## src/rtl/sdram_arb_pkg.sv

```systemverilog
// Shared constants and types for the SDRAM wishbone arbiter.
package sdram_arb_pkg;

  localparam int unsigned NumMasters = 3;

  localparam int unsigned M_VIDEO = 0;
  localparam int unsigned M_SOUND = 1;
  localparam int unsigned M_CPU   = 2;

  localparam logic [2:0] CTI_CLASSIC = 3'b000;
  localparam logic [2:0] CTI_INCR    = 3'b010;
  localparam logic [2:0] CTI_END     = 3'b111;

  typedef enum logic [1:0] {
    StDrain,
    StIdle,
    StOwn,
    StGap
  } arb_state_e;

  // Isolates the lowest set bit, i.e. the highest-priority requester.
  function automatic logic [2:0] lowest_onehot(input logic [2:0] req);
    return req & (~req + 3'd1);
  endfunction

endpackage

```

## src/rtl/sdram_arb_prio.sv

```systemverilog
// Fixed-priority winner select (M0 > M1 > M2).
// With ARB_STARVE_GUARD_EN defined, a saturating wait counter promotes a starved M2.
module sdram_arb_prio
  import sdram_arb_pkg::*;
#(
  parameter int unsigned STARVE_LIMIT = 16
) (
  input  logic       clk,
  input  logic       rst_n,
  input  logic [2:0] req,
  input  logic       cpu_owner,
  output logic [2:0] winner
);

`ifdef ARB_STARVE_GUARD_EN
  logic [4:0] starve_cnt_q, starve_cnt_d;
  logic       starved;

  always_comb begin
    starve_cnt_d = starve_cnt_q;
    if (cpu_owner) begin
      starve_cnt_d = '0;
    end else if (req[M_CPU] && (starve_cnt_q < 5'(STARVE_LIMIT))) begin
      starve_cnt_d = starve_cnt_q + 5'd1;
    end
  end

  always_ff @(posedge clk or negedge rst_n) begin
    if (!rst_n) begin
      starve_cnt_q <= '0;
    end else begin
      starve_cnt_q <= starve_cnt_d;
    end
  end

  assign starved = (starve_cnt_q == 5'(STARVE_LIMIT));
  assign winner  = (starved && req[M_CPU]) ? 3'b100 : lowest_onehot(req);
`else
  logic unused_guard;
  assign unused_guard = ^{clk, rst_n, cpu_owner, 5'(STARVE_LIMIT)};
  assign winner       = lowest_onehot(req);
`endif

endmodule

```

## src/rtl/sdram_wb_arbiter.sv

```systemverilog
// Three-master wishbone arbiter in front of the SDRAM controller; grant held per cycle,
// one-cycle bus gap after each release. Optional M2 starvation guard: ARB_STARVE_GUARD_EN.
module sdram_wb_arbiter
  import sdram_arb_pkg::*;
#(
  parameter int unsigned ADR_W        = 24,
  parameter int unsigned DRAIN_CYCLES = 8,
  parameter int unsigned STARVE_LIMIT = 16
) (
  input  logic             wb_clk,
  input  logic             wb_rst_n,
  input  logic [ADR_W-1:0] m0_adr,
  input  logic [31:0]      m0_dat_i,
  output logic [31:0]      m0_dat_o,
  input  logic [3:0]       m0_sel,
  input  logic [2:0]       m0_cti,
  input  logic             m0_stb,
  input  logic             m0_cyc,
  input  logic             m0_we,
  output logic             m0_ack,
  input  logic [ADR_W-1:0] m1_adr,
  input  logic [31:0]      m1_dat_i,
  output logic [31:0]      m1_dat_o,
  input  logic [3:0]       m1_sel,
  input  logic [2:0]       m1_cti,
  input  logic             m1_stb,
  input  logic             m1_cyc,
  input  logic             m1_we,
  output logic             m1_ack,
  input  logic [ADR_W-1:0] m2_adr,
  input  logic [31:0]      m2_dat_i,
  output logic [31:0]      m2_dat_o,
  input  logic [3:0]       m2_sel,
  input  logic [2:0]       m2_cti,
  input  logic             m2_stb,
  input  logic             m2_cyc,
  input  logic             m2_we,
  output logic             m2_ack,
  output logic [ADR_W-1:0] s_adr,
  output logic [31:0]      s_dat_o,
  input  logic [31:0]      s_dat_i,
  output logic [3:0]       s_sel,
  output logic [2:0]       s_cti,
  output logic             s_stb,
  output logic             s_cyc,
  output logic             s_we,
  input  logic             s_ack,
  output logic [2:0]       grant
);

  localparam int unsigned DrainW = $clog2(DRAIN_CYCLES + 1);

  logic [ADR_W-1:0] adr  [NumMasters];
  logic [31:0]      wdat [NumMasters];
  logic [31:0]      rdat [NumMasters];
  logic [3:0]       sel  [NumMasters];
  logic [2:0]       cti  [NumMasters];
  logic [2:0]       stb, cyc, we, ack, req, winner;

  arb_state_e        state_q, state_d;
  logic [DrainW-1:0] drain_cnt_q, drain_cnt_d;
  logic [2:0]        grant_q, grant_d;
  logic              owner_cyc;

  assign adr[M_VIDEO]  = m0_adr;
  assign adr[M_SOUND]  = m1_adr;
  assign adr[M_CPU]    = m2_adr;
  assign wdat[M_VIDEO] = m0_dat_i;
  assign wdat[M_SOUND] = m1_dat_i;
  assign wdat[M_CPU]   = m2_dat_i;
  assign sel[M_VIDEO]  = m0_sel;
  assign sel[M_SOUND]  = m1_sel;
  assign sel[M_CPU]    = m2_sel;
  assign cti[M_VIDEO]  = m0_cti;
  assign cti[M_SOUND]  = m1_cti;
  assign cti[M_CPU]    = m2_cti;
  assign stb           = {m2_stb, m1_stb, m0_stb};
  assign cyc           = {m2_cyc, m1_cyc, m0_cyc};
  assign we            = {m2_we, m1_we, m0_we};

  assign req       = cyc & stb;
  assign owner_cyc = |(cyc & grant_q);
  assign grant     = grant_q;

  sdram_arb_prio #(
    .STARVE_LIMIT (STARVE_LIMIT)
  ) u_prio (
    .clk       (wb_clk),
    .rst_n     (wb_rst_n),
    .req       (req),
    .cpu_owner (grant_q[M_CPU]),
    .winner    (winner)
  );

  always_ff @(posedge wb_clk or negedge wb_rst_n) begin
    if (!wb_rst_n) begin
      state_q     <= StDrain;
      drain_cnt_q <= DrainW'(DRAIN_CYCLES - 1);
      grant_q     <= '0;
    end else begin
      state_q     <= state_d;
      drain_cnt_q <= drain_cnt_d;
      grant_q     <= grant_d;
    end
  end

  always_comb begin
    state_d     = state_q;
    drain_cnt_d = drain_cnt_q;
    grant_d     = grant_q;
    unique case (state_q)
      StDrain: begin
        if (drain_cnt_q == '0) begin
          state_d = StIdle;
        end else begin
          drain_cnt_d = drain_cnt_q - DrainW'(1);
        end
      end
      StIdle: begin
        if (|req) begin
          state_d = StOwn;
          grant_d = winner;
        end
      end
      StOwn: begin
        // Only cyc ends ownership; burst beats are never counted.
        if (!owner_cyc) begin
          state_d = StGap;
          grant_d = '0;
        end
      end
      StGap: state_d = StIdle;
      default: state_d = StDrain;
    endcase
  end

  // grant_q is zero outside StOwn, so acks and data in other states fall away here.
  always_comb begin
    s_adr   = '0;
    s_dat_o = '0;
    s_sel   = '0;
    s_cti   = '0;
    s_stb   = 1'b0;
    s_cyc   = 1'b0;
    s_we    = 1'b0;
    ack     = '0;
    for (int n = 0; n < NumMasters; n++) begin
      rdat[n] = '0;
      if (grant_q[n] && (state_q == StOwn)) begin
        s_adr   = adr[n];
        s_dat_o = wdat[n];
        s_sel   = sel[n];
        s_cti   = cti[n];
        s_stb   = stb[n];
        s_cyc   = cyc[n];
        s_we    = we[n];
        ack[n]  = s_ack;
        rdat[n] = s_dat_i;
      end
    end
  end

  assign m0_ack   = ack[M_VIDEO];
  assign m1_ack   = ack[M_SOUND];
  assign m2_ack   = ack[M_CPU];
  assign m0_dat_o = rdat[M_VIDEO];
  assign m1_dat_o = rdat[M_SOUND];
  assign m2_dat_o = rdat[M_CPU];

endmodule

```

## config.mk

```make
export PLATFORM = sky130hd
export DESIGN_NAME = sdram_wb_arbiter
export DESIGN_NICKNAME = d
export VERILOG_FILES = /design/src/rtl/sdram_arb_pkg.sv /design/src/rtl/sdram_arb_prio.sv /design/src/rtl/sdram_wb_arbiter.sv
export SDC_FILE = /design/constraint.sdc
export NUM_CORES = 1
export LEC_CHECK = 0
export CAP_MARGIN = 20
export CORE_AREA = 2 2 156 158
export DETAILED_ROUTE_END_ITERATION = 8
export DIE_AREA = 0 0 158 160
export SLEW_MARGIN = 25
export SYNTH_ARGS = -nofsm -noshare
export SYNTH_HDL_FRONTEND = slang
export SYNTH_SLANG_ARGS = --single-unit
export TNS_END_PERCENT = 10
```

## constraint.sdc

```tcl
create_clock -name wb_clk -period 2.3 [get_ports wb_clk]
set_input_delay 0.46 -clock wb_clk [delete_from_list [all_inputs] [get_ports wb_clk]]
set_output_delay 0.46 -clock wb_clk [all_outputs]
set_load 0.01 [all_outputs]
```

[Yosys cells after proc, flatten, opt, wreduce, memory -nomap -nowiden]
Cells that the tools add are included.
Word-level totals
  register bits: 9
  bits in latches: 0
  bits in writable memories: 0
  ROM bits: 0
  input bits: 233
  word-level logic and storage cells: 61
  memories: 0
Cells by class
  add/subtract/negate cells: 2
  multiply operators: 0
  div/mod/pow operators: 0
  magnitude comparators: 0
  equal/unequal tests: 6
  shift-type cells: 0
  multiplexer cells: 34
  bitwise operators: 5
  reductions and logical operators: 11
Operator list (number)
  2-to-1 mux 32 bit: 6
  2-to-1 mux 24 bit: 3
  2-to-1 mux 3 bit: 5
  2-to-1 mux 1 bit: 12
  2-to-1 mux 4 bit: 3
  AND 3 bit: 3
  one-hot mux 2 bit (4 select lines): 1
  2-to-1 mux 2 bit: 3
  inequality test 2 bit (second input constant): 3
  one-hot mux 3 bit (2 select lines): 1
  AND reduction 3 bit: 2
  OR reduction 3 bit: 2
  equality test 2 bit (second input constant): 2
  zero test 4 bit: 1
  subtractor 4 x 1 -> 4 bit (second input constant): 1
  adder 3 x 1 -> 3 bit (second input constant): 1
  logical AND 1 bit: 3
  NOT 3 bit: 1
  equality test 2 x 1 -> 1 bit (second input constant): 1
  zero test 2 bit: 1
  AND reduction 2 bit: 1
  nonzero test 2 bit: 1
  NOT 1 bit: 1

[Longest topological paths before layout]
  depth after elaboration: 6
  gate-level depth with buffers: 9
  depth with buffers taken out: 6

[Cells and area by module]
From an unflattened synthesis, not the netlist that was laid out.
Unflattened totals
  cells, all modules: 403
  area, all modules: 2503.7 um^2
Modules (own cells, without submodules)
  sdram_wb_arbiter: instances 1, cells each 400, area each 2477.4 um^2
  sdram_arb_prio: instances 1, cells each 3, area each 26.3 um^2

[Least setup slack after synthesis]
No wires, ideal clock.
  kind: reg-to-output
  from: register state_q[0]
  to: output s_adr[0]
  arrival: 1.578 ns
  required time: 1.840 ns
  slack: 0.262 ns
  stages on the path, launching flop included: 9
  cells stage by stage: dfrtp_1 -> inv_1 -> ha_1 -> buf_4 -> nand2_1 -> buf_2 -> buf_1 -> nor2_1 -> a21oi_1
On the way
  cells in the longest elaborated chain, start to end: 5
RTL lines
  start: declaration: RTL line sdram_wb_arbiter.sv:60  | arb_state_e state_q, state_d;
  start signal: assignment: RTL line sdram_wb_arbiter.sv:97  | state_q <= StDrain;
  start signal: assignment: RTL line sdram_wb_arbiter.sv:101  | state_q <= state_d;
  equality test 2 bit (*): RTL line sdram_wb_arbiter.sv:149  | if (grant_q[n] && (state_q == StOwn)) begin
  logical AND 1 bit: RTL line sdram_wb_arbiter.sv:149
  2-to-1 mux 24 bit (2 in series): RTL line sdram_wb_arbiter.sv:149
  2-to-1 mux 24 bit (*): RTL line sdram_wb_arbiter.sv:149
  end: declaration: RTL line sdram_wb_arbiter.sv:39  | output logic [ADR_W-1:0] s_adr,
Every way passes the cells marked *; elsewhere a longest branch is shown, timed or not.

[Worst setup path in the final report]
  from: register state_q[0]
  to: output s_dat_o[16]
On the way
  cells in the longest elaborated chain, start to end: 5
RTL lines
  equality test 2 bit (*): RTL line sdram_wb_arbiter.sv:149
  logical AND 1 bit: RTL line sdram_wb_arbiter.sv:149
  2-to-1 mux 32 bit (2 in series): RTL line sdram_wb_arbiter.sv:149
  2-to-1 mux 32 bit (*): RTL line sdram_wb_arbiter.sv:149
  end: declaration: RTL line sdram_wb_arbiter.sv:40  | output logic [31:0] s_dat_o,
Marks and branches as above.

==> metrics.md <==
| Metric | Value |
|---|---|
| Status | finished clean |
| Final Hold Slack | just under 500 ps |
| CP arrival | 1790 ps |
| IO Port Bufs | 400 |
| Crit path capture type | primary output |
| Ys flop type | dfrtp_1 |
| Syn_nets | 637 |
| Post-route cell area | 0.00713 sq mm |
| Synth Instances | 399 |
| Critical Path, Cell by Cell | inv_2, ha_4, nand2_1, nor2_4, buf_12, buf_12, a22oi_1, a21oi_2, buf_2 |
| Slew at the pin with the worst max-slew slack | around 500 ps |
| Post-synth EDFFs | 0 |
| Max Cap Violations | 0 |
| Ys async rst share | 1.00 |
| H-tree levels | 1 |
| Worst EP required | between 1500 and 2000 ps |
| Seq/Total Area, Yosys | 0.0921 |
| Clock-pin slew on the worst setup and hold paths | 40 ps |
| Final worst-path cycle share | 0.978 |
| First-pass GRT wire length | between 20 and 30 mm |
| Startpoint types | register |
| Area Overhead vs Synth | 187% |
| Initial Util | 0.104 |
| Period minus WS final | 2250 ps |
| Warnings from Yosys | 0 |
| Synthesized area | 0.00249 sq mm |
| Starting DRT DRC Count | 307 |
| Largest net degree at the start of global routing | 52 |
| Leak pwr | 4.46 nW |
| Root Buffer | clkbuf_16 |
| Fmax | between 400 and 500 MHz |
| Die width | 158 microns |
| Num CTS Buffers | 3 |
| Final hold violation count | 0 |
| TritonCTS Sinks | 9 |
| Overall Global Routing Usage | 0.128 |
| Core Area | 0.0238 sq mm |
| Total Nets Final | 1021 |
| Worst slack, placed | -248 ps |
| Critical path type | register to primary output |
| Drt pass-1 iters | 4 |
| FF-to-FF setup slack | about 260 ps |
| Post-DP Area | 0.00695 sq mm |
| Setup WS post-layout | about 50 ps |
| Cell family with most CP delay | buffers and inverters |
| Yosys cell types | 29 |
| Max-slew headroom | 0.664 |
| Via Count | 4616 |
| Routed Antenna Nets | 0 |
| CP dominant cell by count | buf_12 |
| Final setup fails | 0 |
| Boundary pin count | 401 |
| Avg Inst Size Synth | 6.23 sq um |
| CTS tree | built |
| Slew Limit Fails | 0 |
| Hold Crit Class | register to register |
| Fraction of layout cells with a size suffix above 1 | 0.164 |
| Antenna diodes | 0 |
| Peak VDD IR | roughly 0.25 mV |
| DR WL/cell | 16.7 microns |
| Clk buf depth | 2 |
| Vias in the first global route | 4503 |
| RSZ-0062 raised after global routing | yes |
| Antenna violations before repair | 0 |
| Post-DP HPWL | ~13 mm |
| Routed WL | 18.5 mm |
| Pwr/cell area | 485 mW/mm^2 |
| GP Congestion | about 0.8 |
| Clk_skew | 0.403 ps |
| Die ar. | 0.0253 sq mm |
| Synth Register Bits | 9 |
| Crit-path max FO | 12 |
| Die extent in y | 160 microns |
| Crit path buf inv count | 4 |
| Vias per inst | 4.17 |
| Slowest cell on the critical path | dfrtp_1 |
| Latest clock arrival within the worst-skew pair | 230 ps |
| FP Rows | 57 |
| GR Overflow Total | 0 |
| DRC viols | 0 |
| Worst path max stage delay | 380 ps |
| Pwr Total | 3.46 mW |
-- path summary, 6_finish.rpt --
kind                                start              to  cells past startpoint
max                            state_q[0]     s_dat_o[16]                      9
min                        drain_cnt_q[3]  drain_cnt_q[3]                      1
max reg2reg                    state_q[1]      state_q[1]                      8
min reg2reg                drain_cnt_q[3]  drain_cnt_q[3]                      1
max in group asynchronous        wb_rst_n  drain_cnt_q[1]                      1
min in group asynchronous        wb_rst_n  drain_cnt_q[3]                      1
-- layout make-up --
class,instances,area (sq um)
Clock buffer,4,78.8
Fill cell,2610,16700
Inverter,6,22.5
Multi-Input combinational cell,332,2080
Sequential cell,9,229
Tap cell,324,405
Timing Repair Buffer,431,4310
-- power breakdown --
group          switching, mW  leakage [nW]  total [mW]  internal (mW)
registers             0.0465         0.107       0.245          0.198
clock network         0.0772        0.0382       0.309          0.232
logic                   1.44          4.31        2.91           1.47
total                   1.56          4.46        3.46           1.90
-- placed cells by master (no fill, tap or decap), drive strengths merged, types with 7 or more instances in the layout --
master	instances
buf	90
a22oi	66
dlymetal6s2s	61
nand2	7
a21oi	66
and3	100
clkbuf	11
clkdlybuf4s50	235
dlygate4sd2	38
nor2	70
-- state kept, by name (all words and copies together) (netlist names) --
register / count
grant: 3
state_q: 2
drain_cnt_q: 4
-- synthesized netlist by cell type (all sizes together) (2+ instances only) --
cell	number	area, sq um
a21oi	66	334
a22oi	66	495
and3	100	626
buf	18	115
clkbuf	34	128
dfrtp	6	150
dfstp	3	78.8
ha	5	62.6
inv	6	22.5
mux2	4	60.1
nand2	7	26.3
nor2	70	263
xor2	2	17.5
-- cell families (layout without fill, tap and decap cells) --
logic type / after synthesis / in the layout / synth area share
buffers and inverters: 58 / 441 / 0.107
AOI/OAI and AO/OA: 136 / 136 / 0.353
DFF: 9 / 9 / 0.0921
adders and majority gates: 5 / 5 / 0.0252
muxes: 5 / 5 / 0.0282
xor gates and xnor gates: 3 / 3 / 0.0106
and+or+nand+nor: 183 / 183 / 0.385
-- layer usage --
metal	part of all wire	global-route usage	wire (microns)	vias up
met5	0	0	0	-
met4	0.014	0.0209	255	0
met3	0.10	0.0252	1850	16
met2	0.51	0.240	9500	242
met1	0.37	0.152	6900	2124
li1	-	-	-	2234
-- through the flow --
| step | utilization | setup TNS, ps | std cells |
|---|---|---|---|
| finish | 0.299 | 0 | 1106 |
| global placement | 0.292 | -5080 | 1093 |
| detailed placement | 0.292 | -5430 | 1093 |
| CTS | 0.290 | -11550 | 1104 |
| floorplan | - | 0 | 399 |
| global route | 0.299 | -134 | 1106 |
-- worst reg2reg max path, delay by kind of cell (launching register included) --
family / cells / cell delay (ps)
flops: 1 / 400
buf+inv: 3 / 520
mux: 1 / 320
fa+ha+maj: 1 / 190
simple gates: 2 / 300
compound gates: 1 / 190
-- what timing repair did --
action                                  CTS  global route
endpoints found under the setup margin  165           128
pin swaps                                 9            11
hold buffers                              0             0
gates resized for setup                 302            85
setup buffers                             2             0
cloned                                    5             3
No activity file was read; power rests on OpenSTA's default activity.
